**src/rtl/sequence_generator.sv**
```systemverilog
// Serial pattern transmitter: N frames of a fixed/loaded pattern, MSB first, with an idle gap between frames.
// First bit valid 1 cycle after start; bits hold while out_ready=0. Optional PARITY_EN appends an even-parity bit.
module sequence_generator #(
  parameter int                   PATTERN_W  = 6,
  parameter logic [PATTERN_W-1:0] PATTERN    = 6'b101101,
  parameter int                   CNT_W      = 4,
  parameter int                   GAP_CYCLES = 2
) (
  input  logic                 clk,
  input  logic                 reset,
  input  logic                 start,
  input  logic                 abort,
  input  logic [CNT_W-1:0]     repeat_cnt,
  input  logic                 pattern_sel,
  input  logic [PATTERN_W-1:0] pattern_in,
  input  logic                 out_ready,
  output logic                 out_bit,
  output logic                 out_valid,
  output logic                 busy,
  output logic                 done
);

  localparam int BW = $clog2(PATTERN_W + 1);
`ifdef PARITY_EN
  localparam int FRAME_LEN = PATTERN_W + 1;
`else
  localparam int FRAME_LEN = PATTERN_W;
`endif
  localparam logic [BW-1:0] LAST_BIT = BW'(FRAME_LEN - 1);
  localparam int GW = (GAP_CYCLES > 1) ? $clog2(GAP_CYCLES) : 1;
  localparam logic [GW-1:0] GAP_LAST = GW'((GAP_CYCLES > 0) ? GAP_CYCLES - 1 : 0);

  typedef enum logic [1:0] {S_IDLE, S_SEND, S_GAP} state_t;

  state_t               state_q, state_d;
  logic [PATTERN_W-1:0] pat_q, pat_d;
  logic [PATTERN_W-1:0] shift_q, shift_d;
  logic [BW-1:0]        bit_cnt_q, bit_cnt_d;
  logic [CNT_W-1:0]     frames_q, frames_d;
  logic [GW-1:0]        gap_cnt_q, gap_cnt_d;
  logic                 out_bit_q, out_bit_d;
  logic                 out_valid_q, out_valid_d;
  logic                 busy_q, busy_d;
  logic                 done_q, done_d;
`ifdef PARITY_EN
  logic                 parity_q, parity_d;
`endif

  logic [PATTERN_W-1:0] sel_pat;
  logic                 xfer, last_bit, last_frame, next_bit;

  assign sel_pat    = pattern_sel ? pattern_in : PATTERN;
  assign xfer       = out_valid_q && out_ready;
  assign last_bit   = (bit_cnt_q == LAST_BIT);
  assign last_frame = (frames_q == CNT_W'(1));
`ifdef PARITY_EN
  assign next_bit   = (bit_cnt_q == BW'(PATTERN_W - 1)) ? parity_q : shift_q[PATTERN_W-1];
`else
  assign next_bit   = shift_q[PATTERN_W-1];
`endif

  always_ff @(posedge clk or negedge reset) begin
    if (!reset) state_q <= S_IDLE;
    else        state_q <= state_d;
  end

  always_comb begin
    state_d = state_q;
    case (state_q)
      S_IDLE: if (start && !abort) state_d = S_SEND;
      S_SEND: begin
        if (abort) begin
          state_d = S_IDLE;
        end else if (xfer && last_bit) begin
          if (last_frame)          state_d = S_IDLE;
          else if (GAP_CYCLES > 0) state_d = S_GAP;
        end
      end
      S_GAP: begin
        if (abort)                       state_d = S_IDLE;
        else if (gap_cnt_q == GAP_LAST)  state_d = S_SEND;
      end
      default: state_d = S_IDLE;
    endcase
  end

  always_comb begin
    pat_d       = pat_q;
    shift_d     = shift_q;
    bit_cnt_d   = bit_cnt_q;
    frames_d    = frames_q;
    gap_cnt_d   = gap_cnt_q;
    out_bit_d   = out_bit_q;
    out_valid_d = out_valid_q;
    busy_d      = busy_q;
    done_d      = 1'b0;
`ifdef PARITY_EN
    parity_d    = parity_q;
`endif
    case (state_q)
      S_IDLE: begin
        if (start && !abort) begin
          pat_d       = sel_pat;
          frames_d    = (repeat_cnt == '0) ? CNT_W'(1) : repeat_cnt;
          bit_cnt_d   = '0;
          out_bit_d   = sel_pat[PATTERN_W-1];
          shift_d     = {sel_pat[PATTERN_W-2:0], 1'b0};
          out_valid_d = 1'b1;
          busy_d      = 1'b1;
`ifdef PARITY_EN
          parity_d    = ^sel_pat;
`endif
        end
      end
      S_SEND: begin
        if (abort) begin
          out_valid_d = 1'b0;
          out_bit_d   = 1'b0;
          busy_d      = 1'b0;
        end else if (xfer && !last_bit) begin
          bit_cnt_d = bit_cnt_q + BW'(1);
          out_bit_d = next_bit;
          shift_d   = {shift_q[PATTERN_W-2:0], 1'b0};
        end else if (xfer && last_frame) begin
          out_valid_d = 1'b0;
          out_bit_d   = 1'b0;
          busy_d      = 1'b0;
          done_d      = 1'b1;
        end else if (xfer) begin
          // Later frames replay the captured pattern, never the live pattern_in.
          frames_d  = frames_q - CNT_W'(1);
          bit_cnt_d = '0;
          if (GAP_CYCLES > 0) begin
            out_valid_d = 1'b0;
            out_bit_d   = 1'b0;
            gap_cnt_d   = '0;
          end else begin
            out_bit_d = pat_q[PATTERN_W-1];
            shift_d   = {pat_q[PATTERN_W-2:0], 1'b0};
          end
        end
      end
      S_GAP: begin
        if (abort) begin
          out_valid_d = 1'b0;
          out_bit_d   = 1'b0;
          busy_d      = 1'b0;
        end else if (gap_cnt_q == GAP_LAST) begin
          out_valid_d = 1'b1;
          out_bit_d   = pat_q[PATTERN_W-1];
          shift_d     = {pat_q[PATTERN_W-2:0], 1'b0};
        end else begin
          gap_cnt_d = gap_cnt_q + GW'(1);
        end
      end
      default: begin
        out_valid_d = 1'b0;
        out_bit_d   = 1'b0;
        busy_d      = 1'b0;
      end
    endcase
  end

  always_ff @(posedge clk or negedge reset) begin
    if (!reset) begin
      pat_q       <= '0;
      shift_q     <= '0;
      bit_cnt_q   <= '0;
      frames_q    <= '0;
      gap_cnt_q   <= '0;
      out_bit_q   <= 1'b0;
      out_valid_q <= 1'b0;
      busy_q      <= 1'b0;
      done_q      <= 1'b0;
`ifdef PARITY_EN
      parity_q    <= 1'b0;
`endif
    end else begin
      pat_q       <= pat_d;
      shift_q     <= shift_d;
      bit_cnt_q   <= bit_cnt_d;
      frames_q    <= frames_d;
      gap_cnt_q   <= gap_cnt_d;
      out_bit_q   <= out_bit_d;
      out_valid_q <= out_valid_d;
      busy_q      <= busy_d;
      done_q      <= done_d;
`ifdef PARITY_EN
      parity_q    <= parity_d;
`endif
    end
  end

  assign out_bit   = out_bit_q;
  assign out_valid = out_valid_q;
  assign busy      = busy_q;
  assign done      = done_q;

endmodule

```
**config.mk**
```make
export PLATFORM = sky130hd
export DESIGN_NAME = sequence_generator
export DESIGN_NICKNAME = d
export VERILOG_FILES = /design/src/rtl/sequence_generator.sv
export SDC_FILE = /design/constraint.sdc
export NUM_CORES = 1
export LEC_CHECK = 0
export CAP_MARGIN = 20
export CORE_MARGIN = 1.5
export CORE_UTILIZATION = 45
export CTS_CLUSTER_SIZE = 10
export DETAILED_ROUTE_END_ITERATION = 12
export GPL_TIMING_DRIVEN = 0
export PLACE_DENSITY = 0.7
export SETUP_SLACK_MARGIN = 0.4
export SLEW_MARGIN = 20
export SYNTH_ARGS = -nofsm -noshare
export SYNTH_HDL_FRONTEND = slang
export SYNTH_SLANG_ARGS = --single-unit
```
**constraint.sdc**
```tcl
create_clock -name clk -period 2.4 [get_ports clk]
set_clock_uncertainty 0.05 [all_clocks]
set_input_delay 0.48 -clock clk [delete_from_list [all_inputs] [get_ports clk]]
set_output_delay 0.48 -clock clk [all_outputs]
set_load 0.02 [all_outputs]
```
==> results of run 1 <==
cell type report:
cell class	instances	share of cell area, %
repair buffers	21	11.1
inverters	13	2.68
plain buffers	6	2.20
flip-flops and latches	25	34.4
clock buffers	4	1.44
multi-input cells	114	45.2
well taps	44	3.02
synthesized netlist by cell type:
master and count:
nand4_1 2, a22oi_1 1, or3b_4 1, nand2_1 14, o21ai_0 12, and4_2 1, nand2b_1 1, a32oi_1 1
a21oi_1 8, o31ai_1 1, and2b_2 4, and2_2 1, nor3_1 7, a41o_1 2, o211ai_1 3, buf_4 1
a221oi_1 4, a22o_1 1, a221o_1 1, nor3b_1 1, or3b_2 1, o22a_1 1, nor2b_1 1, a31oi_1 4
nand3_1 4, a21boi_0 1, dfrtp_1 25, nor2_1 9, and3_2 1, a2111o_1 1, clkbuf_1 3, o221ai_1 2
o311ai_0 1, or2_2 2, o41ai_1 1, inv_1 13, mux2i_1 2, mux2_2 9, buf_6 1, ha_1 8
buf_2 1
routing by layer:
| layer | up-vias | part of all wire [%] | GRT usage [%] |
|---|---|---|---|
| met5 | - | 0 | 0 |
| met4 | 0 | 2.0 | 4.66 |
| met3 | 8 | 3.1 | 1.92 |
| met2 | 36 | 52 | 39.5 |
| met1 | 644 | 43 | 23.8 |
| li1 | 634 | - | - |
power groups by stage:
| stage | registers (mW) | logic, mW | clock network, mW |
|---|---|---|---|
| after floorplan | 0.740 | 0.758 | 0 |
| after global placement | 0.741 | 1.01 | 0 |
| after detailed placement | 0.752 | 1.04 | 0 |
| after CTS | 0.742 | 1.05 | 0.197 |
| after global routing | 0.767 | 1.25 | 0.208 |
| final | 0.743 | 1.11 | 0.187 |
registers in the layout, summed over array words and instances (netlist names):
name and count:
state_q 2, bit_cnt_q 3, shift_q 5, out_bit 1
done 1, frames_q 4, pat_q 6, busy 1
out_valid 1, gap_cnt_q 1
through the flow:
step / std cells / instance area, sq um / util (%)
finish: 227 / 1820 / 58.7
floorplan: 158 / 1510 / -
detailed placement: 221 / 1750 / 56.3
CTS: 225 / 1780 / 57.3
global placement: 221 / 1750 / 56.4
global route: 227 / 1820 / 58.7
cells by family after synthesis:
| kind of cell | Yosys count | share of synthesized area, % |
|---|---|---|
| mux | 11 | 8.06 |
| fa+ha+maj | 8 | 6.65 |
| flops | 25 | 41.6 |
| simple gates | 50 | 17.7 |
| buf+inv | 19 | 5.57 |
| compound gates | 45 | 20.4 |
what timing repair did:
item | 4_1_cts | 5_1_grt
pin swaps | 0 | 1
buffers inserted | 0 | 2
gates resized for setup | 2 | 12
setup endpoints to repair | 7 | 15
path summary, 6_finish.rpt:
check,end,slack (ns),from,depth (start not counted)
max in group asynchronous,bit_cnt_q[0]$_DFFE_PN0P_,1.84,reset,1
worst min-delay path,done$_DFF_PN0_,0.08,reset,1
worst max-delay path,bit_cnt_q[0]$_DFFE_PN0P_,0.44,state_q[0]$_DFFE_PN0P_,7
worst min register to register,out_bit$_DFFE_PN0P_,0.44,out_bit$_DFFE_PN0P_,2
min in group clk,out_bit$_DFFE_PN0P_,0.44,out_bit$_DFFE_PN0P_,2
worst max register to register,bit_cnt_q[0]$_DFFE_PN0P_,0.44,state_q[0]$_DFFE_PN0P_,7
worst register-to-register path, cell delays in order, from the launching register on:
cell     delay (ns)
dfrtp_1        0.41
buf_4          0.14
ha_1           0.16
buf_6          0.14
mux2i_2        0.10
or2_2          0.34
a21oi_4        0.16
mux2_2         0.35
==> summary.log, run 1 <==
INFO  pwr            power.static_leakage=0.800nW
INFO  clocking       cts_made_buffers=3
INFO  pwr            report.power.total=2.04mW
INFO  pwr            design_internal_power=1.20mW
INFO  cells_and_area final_nets=208
INFO  cells_and_area area_delta_synth_final=20.9%
INFO  logic_synthesis ys_types=41
INFO  placed_design  port_buffers=19
INFO  worst_setup_path criticalPathCategory=reg2reg
INFO  clocking       clock_latency=0.31ns
INFO  floorplanning  die_x=60.8um
INFO  detailed_routing num_vias=1322
INFO  run            cap_viol_max_count=0
INFO  sta            final_min_period_over_clock_period=81.7%
INFO  placed_design  place_hpwl=2510um
INFO  pwr            max-vdd-ir-drop=0.000606V
INFO  floorplanning  io_pins=20
INFO  worst_setup_path category_of_cells_accounting_for_the_largest_share_of_critical_path_delay=multiplexers
INFO  logic_synthesis synthDominantCellAreaShare=41.6%
INFO  logic_synthesis yosysWarningCount=0
INFO  detailed_routing drc=0
INFO  logic_synthesis netlist_area=1510squm
INFO  worst_setup_path data_required_time_at_the_worst_endpoint=2.56ns
INFO  clocking       tritoncts=done
INFO  sta            slew_violations=0
INFO  logic_synthesis syn-instance-count=158
INFO  worst_setup_path crit_buf_inv=2
INFO  worst_setup_path max_stage_delay=0.41ns
INFO  grt            grt_antenna_before_repair=0
INFO  pwr            seq_power_share=36.3%
INFO  sta            tightestPinTransition=0.569ns
INFO  floorplanning  area_of_the_die=3700squm
INFO  detailed_routing post_detailed_route_wirelength_per_cell=14.8um
INFO  detailed_routing dr.first_iter.drc_count=57
INFO  pwr            pwr-share-clk=9.1%
INFO  logic_synthesis synthesis.nets=182
INFO  detailed_routing antenna_left=0
INFO  sta            final_critical_path_time_including_i_o_delays_and_setup=1.96ns
INFO  cells_and_area drive_gt1_share=20.2%
INFO  sta            slew_headroom=62.1%
INFO  sta            fmaxAchievable=510MHz
INFO  cells_and_area nFillCells=307
INFO  sta            rsz0062_at_grt=yes
INFO  pwr            switching_power=0.848mW
INFO  detailed_routing route.detailed.vias_per_inst=5.82
INFO  min_path       hold_crit_class=in2async
INFO  grt            grt.total_usage=20.3%
INFO  logic_synthesis yosys_register_bits=25
INFO  logic_synthesis syn_area_per_cell=9.53squm
INFO  grt            grt_pass1_wl=5620um
INFO  clocking       cts.htree.levels=1
INFO  floorplanning  initial_core_util=48.5%
INFO  pwr            power.share.combinational=54.5%
INFO  cells_and_area layout.area.seq=626squm
INFO  floorplanning  coreArea=3100squm
INFO  outcome        outcome=complete, no violations
INFO  grt            total_global_routing_overflow=0
INFO  clocking       clock_sink_count=25
INFO  cells_and_area multi_input_area=822squm
INFO  pwr            power_density=1120nW/um^2
INFO  worst_setup_path worstSetupEndpointType=flop
INFO  clocking       postCtsHoldBufs=0
INFO  worst_setup_path timing.critical_path.cells=buf_4, ha_1, buf_6, mux2i_2, or2_2, a21oi_4, mux2_2
INFO  cells_and_area layout_commonest_cell=dfrtp_1
INFO  sta            setup_viol=0
INFO  placed_design  setup_slack_after_placement=0.0791ns
INFO  sta            final_hold_viol_count=0
INFO  logic_synthesis yosys.area.top_type=dfrtp_1
INFO  cells_and_area mostFrequentLayoutCells=dfrtp_1, clkdlybuf4s50_1, nand2_1
INFO  worst_setup_path critPathSlowestCell=dfrtp_1
INFO  worst_setup_path worst_setup_path_start_kind=flop
INFO  sta            fin_setup_tns=0ns
INFO  clocking       clkTransAtPathRegs=0.13ns
INFO  clocking       cts_root_buffer=clkbuf_4
INFO  detailed_routing first_pass_iters=6
INFO  detailed_routing routed_wl=3370um
INFO  worst_setup_path critical_path_arrival=2.12ns
INFO  grt            grt_start_max_net_pins=26
INFO  cells_and_area num_antenna_cells=0
INFO  sta            post-route-worst-setup-slack=0.440ns
INFO  logic_synthesis synth.top_cells.by_area=dfrtp_1, mux2_2, ha_1
INFO  sta            hold-worst-slack=0.0826ns
INFO  pwr            power.share.switching=41.5%
INFO  placed_design  finalWeightedCongestion=0.906
INFO  floorplanning  dieHeight=60.8um
INFO  clocking       cts-root-to-sink-buffers=2
INFO  floorplanning  std_cell_rows=20
INFO  grt            via_count_of_the_first_global_routing_pass=1293
INFO  worst_setup_path worst-path-max-fanout=8
INFO  logic_synthesis seq_area_frac_synth=41.6%
No activity file was read; power rests on OpenSTA's default activity.
==> run 2, diff against run 1 <==
--- a/config.mk
+++ b/config.mk
@@ -11,7 +11,7 @@
 export CTS_CLUSTER_SIZE = 10
 export DETAILED_ROUTE_END_ITERATION = 12
 export GPL_TIMING_DRIVEN = 0
-export PLACE_DENSITY = 0.7
+export PLACE_DENSITY = 0.73
 export SETUP_SLACK_MARGIN = 0.4
 export SLEW_MARGIN = 20
 export SYNTH_ARGS = -nofsm -noshare
==> constraint.sdc (replaced) <==
create_clock -name clk -period 1.7 [get_ports clk]
set_clock_uncertainty 0.05 [all_clocks]
set_input_delay 0.34 -clock clk [delete_from_list [all_inputs] [get_ports clk]]
set_output_delay 0.34 -clock clk [all_outputs]
set_load 0.02 [all_outputs]
==> run 2 against run 1 <==
  * The run now ends with negative setup slack left
  * Sequential share of layout area decreased by 7.5 points
  * Setup slack worse by 0.63 ns
  * Cell count increased by 11%
  * Via count up 13%
  * Die area unchanged
  * Combinational power increased by 140%
  * Worst hold slack improved by 0.35 ns
  * Register-to-register slack lost 0.62 ns
  * Cell area rose by 29%
  * Highest routed layer unchanged
==> summary.log, run 2 (synthesized netlist as in run 1, its figures left out) <==
INFO  outcome        outcome=finished with violations
INFO  outcome        violated_checks=negative setup slack
INFO  grt            via_count_of_the_first_global_routing_pass=1426
INFO  sta            setup_viol=16
INFO  detailed_routing routed-wl-met2=2390um
INFO  sta            fmaxAchievable=529MHz
INFO  grt            grt.total_usage=25.5%
INFO  grt            grt_start_max_net_pins=26
INFO  worst_setup_path worst_setup_path_start_kind=input pin
INFO  cells_and_area area_delta_synth_final=55.6%
INFO  clocking       cts.htree.levels=1
INFO  cells_and_area final_core_utilization=75.5%
INFO  cells_and_area drive_gt1_share=45.9%
INFO  worst_setup_path critical_path_arrival=2.06ns
INFO  sta            hold-worst-slack=0.434ns
INFO  placed_design  setup_slack_after_placement=-0.539ns
INFO  sta            final_min_period_over_clock_period=111%
INFO  detailed_routing routed_wl=4670um
INFO  worst_setup_path reg2reg_to=bit_cnt_q[0]$_DFFE_PN0P_
INFO  clocking       clkTransAtPathRegs=0.15ns
INFO  run            cap_viol_max_count=0
INFO  worst_setup_path data_required_time_at_the_worst_endpoint=1.87ns
INFO  sta            slew_violations=0
INFO  cells_and_area top_regs=pat_q x6, shift_q x5, frames_q x4
INFO  worst_setup_path reg2reg_setup_slack=-0.18ns
INFO  floorplanning  area_of_the_die=3700squm
INFO  worst_setup_path worstSetupEndpointType=flop
INFO  detailed_routing met3RoutedLength=214um
INFO  cells_and_area mostFrequentLayoutCells=dfrtp_1, buf_4, buf_6
INFO  detailed_routing post_detailed_route_wirelength_per_cell=18.5um
INFO  detailed_routing antenna_left=0
INFO  detailed_routing first_pass_iters=4
INFO  pwr            power_density=1720nW/um^2
INFO  clocking       clock_latency=0.33ns
INFO  cells_and_area num_antenna_cells=0
INFO  cells_and_area number_of_flip_flops_under_the_largest_register_name=6
INFO  pwr            power.static_leakage=1.04nW
INFO  placed_design  finalWeightedCongestion=0.881
INFO  grt            grt_antenna_before_repair=0
INFO  floorplanning  io_pins=20
INFO  floorplanning  std_cell_rows=20
INFO  floorplanning  coreArea=3100squm
INFO  sta            slew_headroom=59.6%
INFO  pwr            max-vdd-ir-drop=0.00110V
INFO  placed_design  detailed_place.area=1820squm
INFO  min_path       hold_crit_class=in2reg
INFO  detailed_routing route.detailed.vias_per_inst=5.92
INFO  cells_and_area layout_commonest_cell=dfrtp_1
INFO  detailed_routing num_vias=1499
INFO  worst_setup_path endpoint=shift_q[1]$_DFFE_PN0P_
INFO  placed_design  place_hpwl=2600um
INFO  detailed_routing drc=0
INFO  sta            final_hold_viol_count=0
INFO  cells_and_area final_area=2340squm
INFO  clocking       cts_made_buffers=3
INFO  floorplanning  die_x=60.8um
INFO  worst_setup_path worst-path-max-fanout=5
INFO  sta            post-route-worst-setup-slack=-0.189ns
INFO  placed_design  port_buffers=19
INFO  floorplanning  initial_core_util=48.5%
INFO  cells_and_area regMostFlops=pat_q
INFO  worst_setup_path rr_startpoint=state_q[1]$_DFFE_PN0P_
INFO  clocking       cts-root-to-sink-buffers=2
INFO  worst_setup_path start_point_of_the_critical_path=out_ready
INFO  clocking       clock_sink_count=25
INFO  clocking       tritoncts=done
INFO  grt            grt_pass1_wl=6840um
INFO  clocking       cts_root_buffer=clkbuf_4
INFO  pwr            report.power.total=4.02mW
INFO  sta            rsz0062_at_grt=yes
INFO  cells_and_area final_nets=234
INFO  sta            final_critical_path_time_including_i_o_delays_and_setup=1.89ns
INFO  sta            tightestPinTransition=0.607ns
INFO  detailed_routing dr.first_iter.drc_count=67
INFO  floorplanning  dieHeight=60.8um
INFO  grt            total_global_routing_overflow=0
INFO  detailed_routing detail_route.wirelength.met1=1880um
INFO  worst_setup_path worstRegToRegCells=6
INFO  worst_setup_path criticalPathCategory=in2reg
INFO  detailed_routing uppermost_layer_routed=met4
[run 2: layout make-up]
type / count / area, sq um
buffer: 6 / 83.8
clock buffer: 3 / 22.5
clock inverter: 1 / 5.00
fill: 213 / 761
inverter: 13 / 53.8
multi-input combinational: 114 / 1050
sequential: 25 / 628
tap: 44 / 55.1
timing repair buffer: 47 / 442
[run 2: power breakdown]
group | internal (mW) | leakage, nW | switching (mW)
clock network | 0.0884 | 0.0177 | 0.192
logic | 1.40 | 0.714 | 1.27
registers | 0.853 | 0.310 | 0.213
[run 2: how the worst min path moves through the flow]
stage | startpoint | end | slack, ns | cells after the start
after floorplan | reset | bit_cnt_q[0]$_DFFE_PN0P_ | -0.006 | 0
after global placement | out_bit$_DFFE_PN0P_ | out_bit$_DFFE_PN0P_ | 0.41 | 2
after detailed placement | reset | done$_DFF_PN0_ | 0.33 | 1
after CTS | pat_q[0]$_DFFE_PN0P_ | pat_q[0]$_DFFE_PN0P_ | 0.45 | 2
after global routing | start | pat_q[2]$_DFFE_PN0P_ | 0.43 | 3
final | start | pat_q[2]$_DFFE_PN0P_ | 0.43 | 3
[run 2: stage by stage]
| stage | TNS (ns) | std cells |
|---|---|---|
| 4_1_cts | -1.36 | 246 |
| 3_5_place_dp | -5.55 | 221 |
| 6_report | -1.97 | 253 |
| 3_3_place_gp | -6.87 | 221 |
| 5_1_grt | -2.48 | 253 |
| 2_1_floorplan | 0 | 158 |
[run 2: what timing repair did]
| action | 4_1_cts | 5_1_grt |
|---|---|---|
| endpoints found under the setup margin | 29 | 29 |
| pin swaps | 13 | 6 |
| hold endpoints to repair | 25 | 0 |
| hold buffers | 1 | 0 |
| resized for setup | 66 | 23 |
| setup buffers | 20 | 7 |
[run 2: metal layers]
layer | up-vias | GRT usage (%)
li1 | 685 | -
met1 | 735 | 30.2
met2 | 61 | 44.9
met3 | 18 | 4.05
met4 | 0 | 12.4
met5 | - | 0
[run 2: critical path, stage by stage]
cell	delay, ns
clkdlybuf4s50_1	0.54
and2_4	0.20
nand3_1	0.08
a2111o_1	0.55
mux2_4	0.34
==> run 3, diff against run 2 <==
--- a/config.mk
+++ b/config.mk
@@ -6,6 +6,7 @@
 export NUM_CORES = 1
 export LEC_CHECK = 0
 export CAP_MARGIN = 20
+export CORE_ASPECT_RATIO = 1.5
 export CORE_MARGIN = 1.5
 export CORE_UTILIZATION = 45
 export CTS_CLUSTER_SIZE = 10
==> run 3 against run 2 <==
  * The flow still finishes with violations (negative setup slack)
  * Largest cell class unchanged
  * Sequential cell count unchanged
  * Clock-buffer cell count increased by 1
  * Core utilization decreased by 5.8 points
  * Combinational power decreased by 15%
  * Maximum frequency increased by 3.4%
  * Clock power increased by 29%
  * Cell area decreased by 6.0%
==> summary.log, run 3 (synthesized netlist as in run 1, its figures left out) <==
INFO  placed_design  setup_slack_after_placement=-0.581ns
INFO  pwr            power_density=1700nW/um^2
INFO  cells_and_area number_of_flip_flops_under_the_largest_register_name=6
INFO  detailed_routing first_pass_iters=4
INFO  worst_setup_path critical_path_arrival=1.94ns
INFO  sta            final_min_period_over_clock_period=107%
INFO  pwr            report.power.total=3.75mW
INFO  cells_and_area regMostFlops=pat_q
INFO  floorplanning  initial_core_util=47.6%
INFO  cells_and_area final_nets=225
INFO  sta            fmaxAchievable=547MHz
INFO  placed_design  post-place-cells=217
INFO  detailed_routing routed_wl=4360um
INFO  clocking       clock_sink_count=25
INFO  clocking       cts-root-to-sink-buffers=2
INFO  cells_and_area final_area=2200squm
INFO  detailed_routing antenna_left=0
INFO  cells_and_area drive_gt1_share=43.0%
INFO  sta            setup_viol=14
INFO  worst_setup_path worst-path-max-fanout=4
INFO  worst_setup_path timing.critical_path.cells=inv_4, ha_4, mux2i_4, or2_4, a21oi_4, mux2_4
INFO  run            cap_viol_max_count=0
INFO  cells_and_area top_regs=pat_q x6, shift_q x5, frames_q x4
INFO  placed_design  port_buffers=19
INFO  placed_design  detailed_place.area=1820squm
INFO  detailed_routing post_detailed_route_wirelength_per_cell=18.2um
INFO  cells_and_area layout_commonest_cell=dfrtp_1
INFO  clocking       clock_latency=0.27ns
INFO  worst_setup_path rr_startpoint=state_q[1]$_DFFE_PN0P_
INFO  worst_setup_path reg2reg_to=bit_cnt_q[0]$_DFFE_PN0P_
INFO  clocking       cts.htree.levels=1
INFO  worst_setup_path critPathSlowestCell=dfrtp_2
INFO  worst_setup_path max_stage_delay=0.43ns
INFO  worst_setup_path data_required_time_at_the_worst_endpoint=1.81ns
INFO  sta            post-route-worst-setup-slack=-0.126ns
INFO  pwr            power.static_leakage=0.968nW
INFO  grt            grt_antenna_before_repair=0
INFO  grt            grt_pass1_wl=6360um
INFO  detailed_routing num_vias=1450
INFO  sta            rsz0062_at_grt=yes
INFO  clocking       tritoncts=done
INFO  detailed_routing route.detailed.vias_per_inst=6.04
INFO  clocking       clkTransAtPathRegs=0.09ns
INFO  sta            final_hold_viol_count=0
INFO  detailed_routing drc=0
INFO  sta            fin_setup_tns=-1.33ns
INFO  grt            grt.total_usage=22.7%
INFO  pwr            max-vdd-ir-drop=0.00121V
INFO  placed_design  finalWeightedCongestion=0.793
INFO  grt            total_global_routing_overflow=0
INFO  sta            final_critical_path_time_including_i_o_delays_and_setup=1.83ns
INFO  grt            grt_start_max_net_pins=26
INFO  sta            slew_headroom=60.8%
INFO  floorplanning  area_of_the_die=3710squm
INFO  cells_and_area num_antenna_cells=0
INFO  worst_setup_path worstRegToRegCells=6
INFO  placed_design  place_hpwl=2740um
INFO  detailed_routing dr.first_iter.drc_count=43
INFO  cells_and_area mostFrequentLayoutCells=dfrtp_1, buf_4, nand2_1
INFO  worst_setup_path criticalPathCategory=reg2reg
INFO  clocking       cts_root_buffer=clkbuf_8
INFO  sta            hold-worst-slack=0.00870ns
INFO  sta            tightestPinTransition=0.588ns
INFO  floorplanning  dieHeight=73.8um
INFO  outcome        outcome=finished with violations
INFO  grt            via_count_of_the_first_global_routing_pass=1381
INFO  clocking       cts_made_buffers=3
INFO  floorplanning  std_cell_rows=25
INFO  worst_setup_path worstSetupEndpointType=flop
INFO  worst_setup_path worst_setup_path_start_kind=flop
INFO  cells_and_area final_core_utilization=69.7%
INFO  floorplanning  coreArea=3160squm
INFO  floorplanning  io_pins=20
INFO  sta            slew_violations=0
INFO  cells_and_area count_of_non_filler_cells_in_the_finished_layout=240
INFO  cells_and_area area_delta_synth_final=46.2%
INFO  min_path       hold_crit_class=in2async
INFO  worst_setup_path reg2reg_setup_slack=-0.13ns
INFO  floorplanning  die_x=50.2um
INFO  outcome        violated_checks=negative setup slack
INFO  clocking       postCtsHoldBufs=0
## run 3: changes by cell type in the layout (fill, tap and decap cells not counted), moves of 2 or more
cell	previous run	this run
buf_6	16	6
a221oi_2	2	0
buf_2	1	3
a221oi_1	2	4
clkbuf_4	3	0
clkbuf_8	1	4
## run 3: worst max-delay path, delay by kind of cell, from the launching register on
kind / cells / cell delay [ns]
fa+ha+maj: 1 / 0.19
mux: 2 / 0.51
simple gates: 1 / 0.29
compound gates: 1 / 0.18
buf+inv: 1 / 0.06
flops: 1 / 0.43
## run 3: worst max path at each step
| stage | slack, ns | startpoint | to |
|---|---|---|---|
| 4_1_cts | -0.15 | state_q[1]$_DFFE_PN0P_ | shift_q[1]$_DFFE_PN0P_ |
| 2_1_floorplan | 0.007 | state_q[0]$_DFFE_PN0P_ | frames_q[3]$_DFFE_PN0P_ |
| 6_report | -0.13 | state_q[1]$_DFFE_PN0P_ | bit_cnt_q[0]$_DFFE_PN0P_ |
| 5_1_grt | -0.17 | state_q[0]$_DFFE_PN0P_ | frames_q[3]$_DFFE_PN0P_ |
| 3_5_place_dp | -0.58 | abort | shift_q[1]$_DFFE_PN0P_ |
| 3_3_place_gp | -0.51 | abort | shift_q[4]$_DFFE_PN0P_ |
## run 3: repair_timing
action | 4_1_cts | 5_1_grt
gates resized for setup | 49 | 25
pin swaps | 5 | 8
endpoints found under the setup margin | 54 | 26
gates cloned | 0 | 0
setup buffers | 10 | 9
## run 3: per-layer routing
| metal | track usage, % | part of all wire, % | vias to the layer above |
|---|---|---|---|
| met3 | 1.42 | 3.3 | 13 |
| met4 | 9.88 | 3.1 | 0 |
| met2 | 43.7 | 58 | 48 |
| met5 | 0 | 0 | - |
| met1 | 25.0 | 36 | 727 |
| li1 | - | - | 662 |
## run 3: final cells by class
cell class | instances | area (sq um)
fill | 238 | 958
timing repair buffer | 38 | 332
clock buffer | 4 | 45.0
tap | 40 | 50.0
multi-input combinational | 114 | 1010
buffer | 6 | 73.8
inverter | 13 | 56.3
sequential | 25 | 629
## run 3: where the power goes
group          total, mW  internal [mW]  switching, mW
registers           1.11          0.857          0.248
clock network      0.362          0.168          0.194
logic               2.28           1.18           1.10
total               3.75           2.20           1.55
